===== src/rtl/uart_boot_streamer_pkg.sv =====
// Shared definitions for the bootloader UART image streamer.
// Optional feature macro: UART_PARITY_EN (adds an even parity bit to every byte).
package uart_boot_pkg;

  localparam logic [7:0] SYNC_BYTE = 8'hFE;

`ifdef UART_PARITY_EN
  localparam int BITS_PER_BYTE = 11;  // start + 8 data + parity + stop
`else
  localparam int BITS_PER_BYTE = 10;  // start + 8 data + stop
`endif

  typedef enum logic [3:0] {
    ST_IDLE,
    ST_SYNC,
    ST_LEN_LO,
    ST_LEN_HI,
    ST_FETCH,
    ST_WAIT,
    ST_DATA,
    ST_CSUM,
    ST_DONE
  } state_t;

  // Even parity: the bit that makes the total number of ones even.
  function automatic logic even_parity(input logic [7:0] d);
    return ^d;
  endfunction

endpackage


===== src/rtl/uart_boot_streamer_if.sv =====
// Word-read bus between the streamer (master) and the image memory (slave).
interface uart_boot_streamer_if #(
  parameter int ADDR_W = 14
);
  logic              rd_req;
  logic [ADDR_W-1:0] rd_addr;
  logic              rd_valid;
  logic [31:0]       rd_data;

  modport master (output rd_req, output rd_addr, input rd_valid, input rd_data);
  modport slave  (input rd_req, input rd_addr, output rd_valid, output rd_data);
endinterface


===== src/rtl/uart_boot_streamer_tx_byte.sv =====
// UART byte serializer with valid/ready input. Frame: start, 8 data bits LSB
// first, optional even parity (UART_PARITY_EN), one stop bit.
// in_ready is also high during the last cycle of the stop bit so a following
// byte starts with no idle cycle in between.
module uart_tx_byte
  import uart_boot_pkg::*;
#(
  parameter int CLKS_PER_BIT = 868
) (
  input  logic       clock,
  input  logic       reset,
  input  logic       in_valid,
  output logic       in_ready,
  input  logic [7:0] in_data,
  output logic       tx
);

  localparam int             CW        = (CLKS_PER_BIT > 1) ? $clog2(CLKS_PER_BIT) : 1;
  localparam logic [CW-1:0]  BAUD_LAST = CW'(CLKS_PER_BIT - 1);
  localparam int             SW        = BITS_PER_BYTE - 1;
  localparam logic [3:0]     BIT_LAST  = 4'(BITS_PER_BYTE - 1);

  logic          active_q;
  logic [CW-1:0] baud_q;
  logic [3:0]    bit_q;
  logic [SW-1:0] shift_q;
  logic [SW-1:0] frame;
  logic          bit_end;
  logic          byte_end;

  assign bit_end  = active_q && (baud_q == BAUD_LAST);
  assign byte_end = bit_end && (bit_q == BIT_LAST);
  assign in_ready = !active_q || byte_end;

  // Bits that follow the start bit, in transmit order from bit 0 upward.
`ifdef UART_PARITY_EN
  assign frame = {1'b1, even_parity(in_data), in_data};
`else
  assign frame = {1'b1, in_data};
`endif

  // Baud and bit counters; tx is driven straight from a flop.
  always_ff @(posedge clock or negedge reset) begin
    if (!reset) begin
      active_q <= 1'b0;
      baud_q   <= '0;
      bit_q    <= '0;
      shift_q  <= '1;
      tx       <= 1'b1;
    end else if (in_valid && in_ready) begin
      active_q <= 1'b1;
      baud_q   <= '0;
      bit_q    <= '0;
      shift_q  <= frame;
      tx       <= 1'b0;
    end else if (byte_end) begin
      active_q <= 1'b0;
      baud_q   <= '0;
      bit_q    <= '0;
      tx       <= 1'b1;
    end else if (bit_end) begin
      baud_q   <= '0;
      bit_q    <= bit_q + 4'd1;
      tx       <= shift_q[0];
      shift_q  <= {1'b1, shift_q[SW-1:1]};
    end else if (active_q) begin
      baud_q   <= baud_q + 1'b1;
    end
  end

endmodule


===== src/rtl/uart_boot_streamer.sv =====
// Bootloader image streamer: sends SYNC, LEN_LO, LEN_HI, image words (LSB byte
// first) and an XOR checksum of the data bytes over a UART.
// The fetch of each word is issued as soon as the previous byte has been
// handed to the serializer, so a read that returns within one byte time adds
// no gap on the line. Honours UART_PARITY_EN through uart_tx_byte.
module uart_boot_streamer
  import uart_boot_pkg::*;
#(
  parameter int CLKS_PER_BIT = 868,
  parameter int ADDR_W       = 14
) (
  input  logic                 clock,
  input  logic                 reset,
  input  logic                 start,
  input  logic [15:0]          word_count,
  uart_boot_streamer_if.master mem,
  output logic                 tx,
  output logic                 busy,
  output logic                 done
);

  state_t            state_q, state_d;
  logic              armed_q;
  logic [ADDR_W-1:0] addr_q;
  logic [15:0]       count_q;
  logic [15:0]       remaining_q;
  logic [31:0]       word_q;
  logic [1:0]        byte_idx_q;
  logic [7:0]        csum_q;
  logic              csum_sent_q;

  logic              byte_valid;
  logic              byte_ready;
  logic [7:0]        byte_data;
  logic              byte_fire;
  logic              start_ok;
  logic              rd_req;

  // armed_q blocks a start that coincides with the first cycle after reset release.
  assign start_ok  = start && armed_q && (state_q == ST_IDLE);
  assign byte_fire = byte_valid && byte_ready;

  assign mem.rd_req  = rd_req;
  assign mem.rd_addr = addr_q;

  uart_tx_byte #(
    .CLKS_PER_BIT(CLKS_PER_BIT)
  ) u_tx (
    .clock    (clock),
    .reset    (reset),
    .in_valid (byte_valid),
    .in_ready (byte_ready),
    .in_data  (byte_data),
    .tx       (tx)
  );

  // Framing FSM state register.
  always_ff @(posedge clock or negedge reset) begin
    if (!reset) state_q <= ST_IDLE;
    else        state_q <= state_d;
  end

  // Framing FSM next-state logic.
  always_comb begin
    state_d = state_q;
    case (state_q)
      ST_IDLE:   if (start_ok) state_d = ST_SYNC;
      ST_SYNC:   if (byte_fire) state_d = ST_LEN_LO;
      ST_LEN_LO: if (byte_fire) state_d = ST_LEN_HI;
      ST_LEN_HI: if (byte_fire) state_d = (count_q == 16'd0) ? ST_CSUM : ST_FETCH;
      ST_FETCH:  state_d = ST_WAIT;
      ST_WAIT:   if (mem.rd_valid) state_d = ST_DATA;
      ST_DATA:   if (byte_fire && (byte_idx_q == 2'd3))
                   state_d = (remaining_q == 16'd1) ? ST_CSUM : ST_FETCH;
      ST_CSUM:   if (csum_sent_q && byte_ready) state_d = ST_DONE;
      ST_DONE:   state_d = ST_IDLE;
      default:   state_d = ST_IDLE;
    endcase
  end

  // Framing FSM outputs: byte presented to the serializer, read request, status.
  always_comb begin
    byte_valid = 1'b0;
    byte_data  = 8'h00;
    rd_req     = 1'b0;
    busy       = (state_q != ST_IDLE);
    done       = 1'b0;
    case (state_q)
      ST_SYNC: begin
        byte_valid = 1'b1;
        byte_data  = SYNC_BYTE;
      end
      ST_LEN_LO: begin
        byte_valid = 1'b1;
        byte_data  = count_q[7:0];
      end
      ST_LEN_HI: begin
        byte_valid = 1'b1;
        byte_data  = count_q[15:8];
      end
      ST_FETCH: rd_req = 1'b1;
      ST_DATA: begin
        byte_valid = 1'b1;
        case (byte_idx_q)
          2'd0:    byte_data = word_q[7:0];
          2'd1:    byte_data = word_q[15:8];
          2'd2:    byte_data = word_q[23:16];
          default: byte_data = word_q[31:24];
        endcase
      end
      ST_CSUM: begin
        byte_valid = !csum_sent_q;
        byte_data  = csum_q;
      end
      ST_DONE: done = 1'b1;
      default: ;
    endcase
  end

  // Frame bookkeeping: length, address, word buffer, byte index and checksum.
  always_ff @(posedge clock or negedge reset) begin
    if (!reset) begin
      armed_q     <= 1'b0;
      addr_q      <= '0;
      count_q     <= '0;
      remaining_q <= '0;
      word_q      <= '0;
      byte_idx_q  <= '0;
      csum_q      <= '0;
      csum_sent_q <= 1'b0;
    end else begin
      armed_q <= 1'b1;
      if (start_ok) begin
        count_q     <= word_count;
        remaining_q <= word_count;
        addr_q      <= '0;
        byte_idx_q  <= '0;
        csum_q      <= '0;
        csum_sent_q <= 1'b0;
      end
      if ((state_q == ST_WAIT) && mem.rd_valid) begin
        word_q     <= mem.rd_data;
        byte_idx_q <= '0;
      end
      if ((state_q == ST_DATA) && byte_fire) begin
        csum_q     <= csum_q ^ byte_data;
        byte_idx_q <= byte_idx_q + 2'd1;
        if (byte_idx_q == 2'd3) begin
          addr_q      <= addr_q + 1'b1;
          remaining_q <= remaining_q - 16'd1;
        end
      end
      if ((state_q == ST_CSUM) && byte_fire) csum_sent_q <= 1'b1;
    end
  end

endmodule


===== src/flat_wrapper.sv =====
// flat-port wrapper written by rule: the top's interface ports become plain ports
module uart_boot_streamer_flat import uart_boot_pkg::*;
#(
  parameter int CLKS_PER_BIT = 868,
  parameter int ADDR_W       = 14
)
  (clock, reset, start, word_count, tx, busy, done, mem_rd_req, mem_rd_addr, mem_rd_valid, mem_rd_data);
  uart_boot_streamer_if #(.ADDR_W(ADDR_W)) mem_i ();
  input  logic clock;
  input  logic reset;
  input  logic start;
  input  logic [15:0] word_count;
  output logic tx;
  output logic busy;
  output logic done;
  output wire logic [$bits(mem_i.rd_req)-1:0] mem_rd_req;
  output wire logic [$bits(mem_i.rd_addr)-1:0] mem_rd_addr;
  input wire logic [$bits(mem_i.rd_valid)-1:0] mem_rd_valid;
  input wire logic [$bits(mem_i.rd_data)-1:0] mem_rd_data;
  assign mem_rd_req = mem_i.rd_req;
  assign mem_rd_addr = mem_i.rd_addr;
  assign mem_i.rd_valid = mem_rd_valid;
  assign mem_i.rd_data = mem_rd_data;
  uart_boot_streamer #(.CLKS_PER_BIT(CLKS_PER_BIT), .ADDR_W(ADDR_W)) u_core (.clock(clock), .reset(reset), .start(start), .word_count(word_count), .mem(mem_i), .tx(tx), .busy(busy), .done(done));
endmodule

===== config.mk =====
export PLATFORM = sky130hd
export DESIGN_NAME = uart_boot_streamer_flat
export DESIGN_NICKNAME = d
export VERILOG_FILES = /design/src/rtl/uart_boot_streamer_pkg.sv /design/src/rtl/uart_boot_streamer_if.sv /design/src/rtl/uart_boot_streamer_tx_byte.sv /design/src/rtl/uart_boot_streamer.sv /design/src/flat_wrapper.sv
export SDC_FILE = /design/constraint.sdc
export NUM_CORES = 1
export LEC_CHECK = 0
export BUFFER_PORTS_ARGS = -buffer_cell sky130_fd_sc_hd__clkbuf_2
export CORE_MARGIN = 2
export CORE_UTILIZATION = 55
export DETAILED_ROUTE_END_ITERATION = 16
export PLACE_DENSITY = 0.78
export RECOVER_POWER = 100
export REMOVE_ABC_BUFFERS = 1
export SYNTH_ARGS = -nofsm -noshare
export SYNTH_HDL_FRONTEND = slang
export SYNTH_SLANG_ARGS = --single-unit

===== constraint.sdc =====
create_clock -name clock -period 3.2 [get_ports clock]
set_clock_uncertainty 0.2 [all_clocks]
set_input_delay 0.48 -clock clock [delete_from_list [all_inputs] [get_ports clock]]
set_output_delay 0.48 -clock clock [all_outputs]
set_load 0.01 [all_outputs]

==> Word level (Yosys, flattened, before mapping) <==
Index checks and enable logic that the tools add are counted.
{ "word_totals": {"ff_bits": 119, "output_inout_bits": 18} }
{ "op_classes": {"bitwise": 1, "eq_ne": 22, "n_reduce_logical": 27, "muxes": 43, "add_sub_neg": 5} }
{ "ops": {"columns": ["cell", "count"], "rows": [
  ["two-way mux 16 bit", 3],
  ["two-way mux 14 bit", 3],
  ["two-way mux 10 bit", 4],
  ["two-way mux 4 bit", 10],
  ["one-hot mux 8 bit (5 select lines)", 1],
  ["one-hot mux 4 bit (8 select lines)", 1],
  ["two-way mux 9 bit", 3],
  ["one-hot mux 8 bit (3 select lines)", 1],
  ["== test 16 x 1 -> 1 bit (second input constant)", 1],
  ["== test 4 x 3 -> 1 bit (second input constant)", 4],
  ["logical NOT 16 bit", 1],
  ["two-way mux 8 bit", 2],
  ["subtractor 16 x 1 -> 16 bit (second input constant)", 1],
  ["adder 14 x 1 -> 14 bit (second input constant)", 1],
  ["!= test 2 x 1 -> 1 bit (second input constant)", 7],
  ["adder 10 x 1 -> 10 bit (second input constant)", 1],
  ["== test 10 bit (second input constant)", 1],
  ["logical AND 1 bit", 10],
  ["two-way mux 2 bit", 5],
  ["two-way mux 1 bit", 9],
  ["== test 4 x 2 -> 1 bit (second input constant)", 2],
  ["== test 4 bit (second input constant)", 2],
  ["nonzero test 2 bit", 4],
  ["nonzero test 4 bit", 2],
  ["other kinds (16)", 19]
]} }

==> Depth between registers and ports, before layout <==
{ "logic_depth": {"depth_word": 8, "mapped_depth": 10, "depth_no_buf": 7} }

==> By module <==
A second synthesis with hierarchy kept.
{ "hier_totals": {"hier_cells": 619, "hier_area_um2": 6168.4} }
{ "by_module_without_submodules": {"columns": ["mod", "area_each_um2", "n_inst", "seq_area_each_um2", "cells_per_inst"], "rows": [
  ["uart_boot_streamer", 4758.3, 1, 2352.3, 481],
  ["uart_tx_byte", 1410.1, 1, 611.8, 138]
]} }

==> Worst setup path after synthesis <==
Ideal clock, no wire load.
{ "synth_timing": {"path_kind": "reg2reg", "start": "register u_core.u_tx.bit_q[1]", "end": "register u_core.csum_q[7]", "setup_ns": 0.118, "path_slack_ns": 0.855, "period_less_slack_ns": 2.345, "stages_incl_launch_ff": 9, "arrival_ns": 2.027, "path_cell_list": "dfrtp_1 inv_1 ha_1 and3b_1 clkbuf_1 nand4_4 a21oi_2 mux2_2 a21o_1"} }
{ "synth_via": {"elab_chain_len": 6, "elab_cells_between_ends": 7, "cone_classes": "1 x eq/ne; 1 x mux; 5 x reduce/logical"} }
{ "synth_lines": {"columns": ["element", "line", "text"], "rows": [
  ["start, declared", "uart_boot_streamer_tx_byte.sv:25", "logic [3:0] bit_q;"],
  ["start signal, assigned", "uart_boot_streamer_tx_byte.sv:63", "bit_q <= bit_q + 4'd1;"],
  ["== test 4 bit *", "uart_boot_streamer_tx_byte.sv:32", "assign byte_end = bit_end && (bit_q == BIT_LAST);"],
  ["logical AND 1 bit *", "uart_boot_streamer_tx_byte.sv:32", null],
  ["logical OR 1 bit *", "uart_boot_streamer_tx_byte.sv:33", "assign in_ready = !active_q || byte_end;"],
  ["logical AND 1 bit *", "uart_boot_streamer.sv:41", "assign byte_fire = byte_valid && byte_ready;"],
  ["logical AND 1 bit *", "uart_boot_streamer.sv:145", "if ((state_q == ST_DATA) && byte_fire) begin"],
  ["two-way mux 8 bit or nonzero test 2 bit (tied branches)", null, null],
  ["end signal, assigned", "uart_boot_streamer.sv:146", "csum_q <= csum_q ^ byte_data;"],
  ["end, declared", "uart_boot_streamer.sv:29", "logic [7:0] csum_q;"]
]} }
Mark *: on every way between the ends. The rest lies on a longest branch, timed or not.
A chain may end at the register's enable or synchronous reset.

==> Final worst setup path <==
{ "layout_timing": {"start": "register u_core.u_tx.bit_q[1]", "end": "register u_core.remaining_q[7]"} }
{ "layout_via": {"elab_chain_len": 6} }
{ "layout_lines": {"columns": ["element", "line", "text"], "rows": [
  ["== test 4 bit", "uart_boot_streamer_tx_byte.sv:32", null],
  ["logical AND 1 bit", "uart_boot_streamer_tx_byte.sv:32", null],
  ["logical OR 1 bit", "uart_boot_streamer_tx_byte.sv:33", null],
  ["logical AND 1 bit", "uart_boot_streamer.sv:41", null],
  ["logical AND 1 bit", "uart_boot_streamer.sv:145", null],
  ["two-way mux 16 bit", "uart_boot_streamer.sv:145", null],
  ["end signal, assigned", "uart_boot_streamer.sv:135", "remaining_q <= word_count;"],
  ["end signal, assigned", "uart_boot_streamer.sv:150", "remaining_q <= remaining_q - 16'd1;"],
  ["end, declared", "uart_boot_streamer.sv:26", "logic [15:0] remaining_q;"]
]} }
Every way passes these cells.

==> impl_summary.log <==
INFO  metric syn_area_per_cell = 10.1 um^2
INFO  metric postLayoutCoreUtil = 0.705
INFO  metric synth-edff-count = 0
INFO  metric drt.antenna.violating_nets = 0
INFO  metric starting_utilization_of_the_core_area = 0.567
INFO  metric die_height = between 100 and 150 um
INFO  metric cts-root-to-sink-buffers = 2
INFO  metric synthArstFlopShare = 1.00
INFO  metric clock_network_latency_to_the_later_pin_of_the_worst_skew_pair = 0.54 ns
INFO  metric tritoncts = done
INFO  metric internal_power = 4.24 mW
INFO  metric ys_types = 68
INFO  metric vias = 5397
INFO  metric route.detailed.drc = 0
INFO  metric report.final.slew_viol_count = 0
INFO  metric hold_viol = 0
INFO  metric fmax = between 300 and 400 MHz
INFO  metric wl_per_cell = ~18 um
INFO  metric globalRouteTotalUtil = 0.283
INFO  metric drive_above_1_share = 0.200
INFO  metric fillers = 771
INFO  metric timing.critical_path.arrival = 3.00 ns
INFO  metric globalRouteOverflowTotal = 0
INFO  metric number_of_global_route_vias_before_repair = 5451
INFO  metric vdd_ir_drop_max = around 450 uV
INFO  metric worst_setup_path_start_kind = flip-flop
INFO  metric setup_total_negative_slack = 0 ns
INFO  metric routed_wirelength = 16.1 mm
INFO  metric avgViaCountPerCell = 6.13
INFO  metric clock_tree.root_cell = clkbuf_8
INFO  metric rsz0062_at_grt = no
INFO  metric finish.net_count = 789
INFO  metric swShare = 0.341
INFO  metric die-area = ~12000 um^2
INFO  metric min_path_type = in -> reg
INFO  metric clock_pin_slew_on_the_worst_setup_and_hold_paths = approximately 0.060 ns
INFO  metric cp_slowest_cell = a21o_1
INFO  metric i_o_buffers = 69
INFO  metric die_w = 110 um
INFO  metric netSwitchingPower = 2.20 mW
INFO  metric worst-endpoint-required = approximately 3.4 ns
INFO  metric worst_hold_slack = approximately 0.036 ns
INFO  metric ys_top_cells_by_area = dfrtp_1, mux2_2, nand2_1
INFO  metric number_of_diodes = 0
INFO  metric grt_start_max_net_pins = 70
INFO  metric grt_antenna_before_repair = 0
INFO  metric finalCriticalPeriod = around 2.8 ns
INFO  metric cellPowerDensity = 840 nW/um^2
INFO  metric globalplace.congestion = ~0.84
INFO  metric synthCells = 611
INFO  metric mostFrequentLayoutCells = dfrtp_1, nand2_1, clkbuf_2, dlygate4sd3_1, mux2_2
INFO  metric max_cap_viol_count = 0
INFO  metric layout_worst_path_cycle_share = 0.876
INFO  metric layout.cells.most_common = dfrtp_1
INFO  metric run_status = finished, final reports clean
INFO  metric io_pins = 70
INFO  metric ctsHtreeMaxLevel = 4
INFO  metric dp_hpwl = between 10 and 15 mm
INFO  metric synth.largest_area_cell = dfrtp_1
INFO  metric ys_seq_area_frac = 0.480
INFO  metric power_frac_clock = 0.293
INFO  metric max_stage_delay = 0.49 ns
INFO  metric synthesis.area = 6170 um^2
INFO  metric path_class = reg -> reg
INFO  metric clock_sink_count = between 100 and 150
INFO  metric grt_pass1_wl = roughly 26 mm
INFO  metric power_frac_seq = 0.423
INFO  metric fraction_of_post_synthesis_cell_area_in_the_top_cell_type_by_area = 0.442
INFO  metric worst_slew_margin_relative_to_its_limit = 0.291
INFO  metric synth_top_flop_cell = dfrtp_1
INFO  metric combinational_fraction_of_design_power = 0.284
INFO  metric critical_path.endpoint_type = flip-flop
INFO  metric cts-buffers-inserted = 17
INFO  metric cp_cell_sequence = inv_1, ha_1, and3b_1, nand4_4, a21o_1, clkbuf_1, o211ai_1, o311ai_0
INFO  metric cp_max_fo = 25
INFO  metric ys_seq_elements = 118
INFO  metric actual_transition_at_the_worst_max_transition_pin = 1.06 ns
INFO  metric dr.pass1.iters = 6
INFO  metric drt_first_iter_violations = 536
INFO  metric floorplan.core_area = 10900 um^2
INFO  metric layout-area-overhead-vs-synth = 24.3%
INFO  metric fp-row-count = 38
INFO  metric finalSetupViolCount = 0
INFO  metric leakage = about 3.3 nW
INFO  metric ys_warn_count = 0
worst paths after layout:
check / startpoint / end / slack (ns) / depth (start not counted)
max reg2reg: u_core.u_tx.bit_q[1] / u_core.remaining_q[7] / 0.40 / 8
max in group asynchronous: reset / u_core.csum_q[7] / 0.79 / 3
max: u_core.u_tx.bit_q[1] / u_core.remaining_q[7] / 0.40 / 8
min reg2reg: u_core.mem.rd_addr[13] / u_core.mem.rd_addr[13] / 0.28 / 1
min: word_count[13] / u_core.count_q[13] / 0.04 / 3
min in group asynchronous: reset / u_core.u_tx.baud_q[5] / 0.45 / 2
critical path: cells and delay by family, from the launching register on:
kind | cells | cell delay [ns]
fa+ha+maj | 1 | 0.14
simple gates | 2 | 0.60
buf+inv | 2 | 0.37
flops | 1 | 0.40
compound gates | 3 | 0.93
power groups by stage:
stage | sequential [mW] | combinational [mW] | clock (mW)
final | 2.73 | 1.83 | 1.89
after global routing | 2.79 | 2.03 | 1.97
after CTS | 2.69 | 1.85 | 1.90
after detailed placement | 2.70 | 1.77 | 0
after global placement | 2.66 | 1.69 | 0
after floorplan | 2.62 | 1.23 | 0
registers in the layout, indices dropped and copies added (netlist names):
signal / cells
u_core.word_q: 32
u_core.count_q: 16
u_core.remaining_q: 16
u_core.mem.rd_addr: 14
u_core.u_tx.baud_q: 10
u_core.csum_q: 8
u_core.u_tx.shift_q: 8
u_core.state_q: 4
u_core.u_tx.bit_q: 4
u_core.byte_idx_q: 2
u_core.armed_q: 1
u_core.csum_sent_q: 1
u_core.u_tx.active_q: 1
u_core.u_tx.tx: 1
repair_timing:
item / in CTS / in global routing
buffers inserted: 0 / 0
hold buffers: 48 / 0
hold endpoints to repair: 79 / 0
gates resized for setup: 0 / 0
per-layer routing:
layer / vias up / GRT usage / routed length [um]
li1: 2488 / - / -
met1: 2683 / 0.359 / 6690
met2: 186 / 0.464 / 8180
met5: - / 0 / 0
met4: 0 / 0.128 / 391
met3: 40 / 0.0622 / 875
cells by family (layout without fill, tap and decap cells):
family | after synthesis | after routing | share of synthesized area
buf+inv | 55 | 184 | 0.0355
simple gates | 227 | 227 | 0.194
other cells | 1 | 1 | 0.000607
flops | 118 | 118 | 0.480
mux | 63 | 63 | 0.110
xor+xnor | 9 | 9 | 0.0128
fa+ha+maj | 10 | 10 | 0.0203
compound gates | 128 | 128 | 0.147
cell usage after synthesis (all sizes together), types with 6 or more instances:
cell	n
mux2i	23
nor4	6
dfrtp	109
buf	17
a222oi	7
nor2	29
inv	20
xnor2	7
o32ai	6
nand4	13
nor3	18
a211oi	12
mux2	40
or3	10
dfstp	9
nand3	21
and3	9
o21ai	32
o211ai	7
a211o	6
nor2b	10
a21oi	17
nand2	75
ha	10
clkbuf	17
metrics by stage:
stage	setup slack (ns)	std cells	total power, mW	cell area [um^2]
global placement	0.618	800	4.35	6670
global route	0.274	880	6.79	7670
CTS	0.465	880	6.43	7740
floorplan	0.364	577	3.85	6030
finish	0.396	880	6.44	7670
detailed placement	0.523	800	4.47	6670
layout make-up:
| class | instances | area (um^2) | share of cell area |
|---|---|---|---|
| inverters | 21 | 78.8 | 0.0103 |
| flip-flops and latches | 118 | 2960 | 0.386 |
| multi-input cells | 438 | 2980 | 0.389 |
| well taps | 140 | 175 | 0.0228 |
| clock buffers | 23 | 457 | 0.0595 |
| repair buffers | 131 | 887 | 0.116 |
| clock inverters | 9 | 128 | 0.0166 |
(Power assumes the default switching activity.)
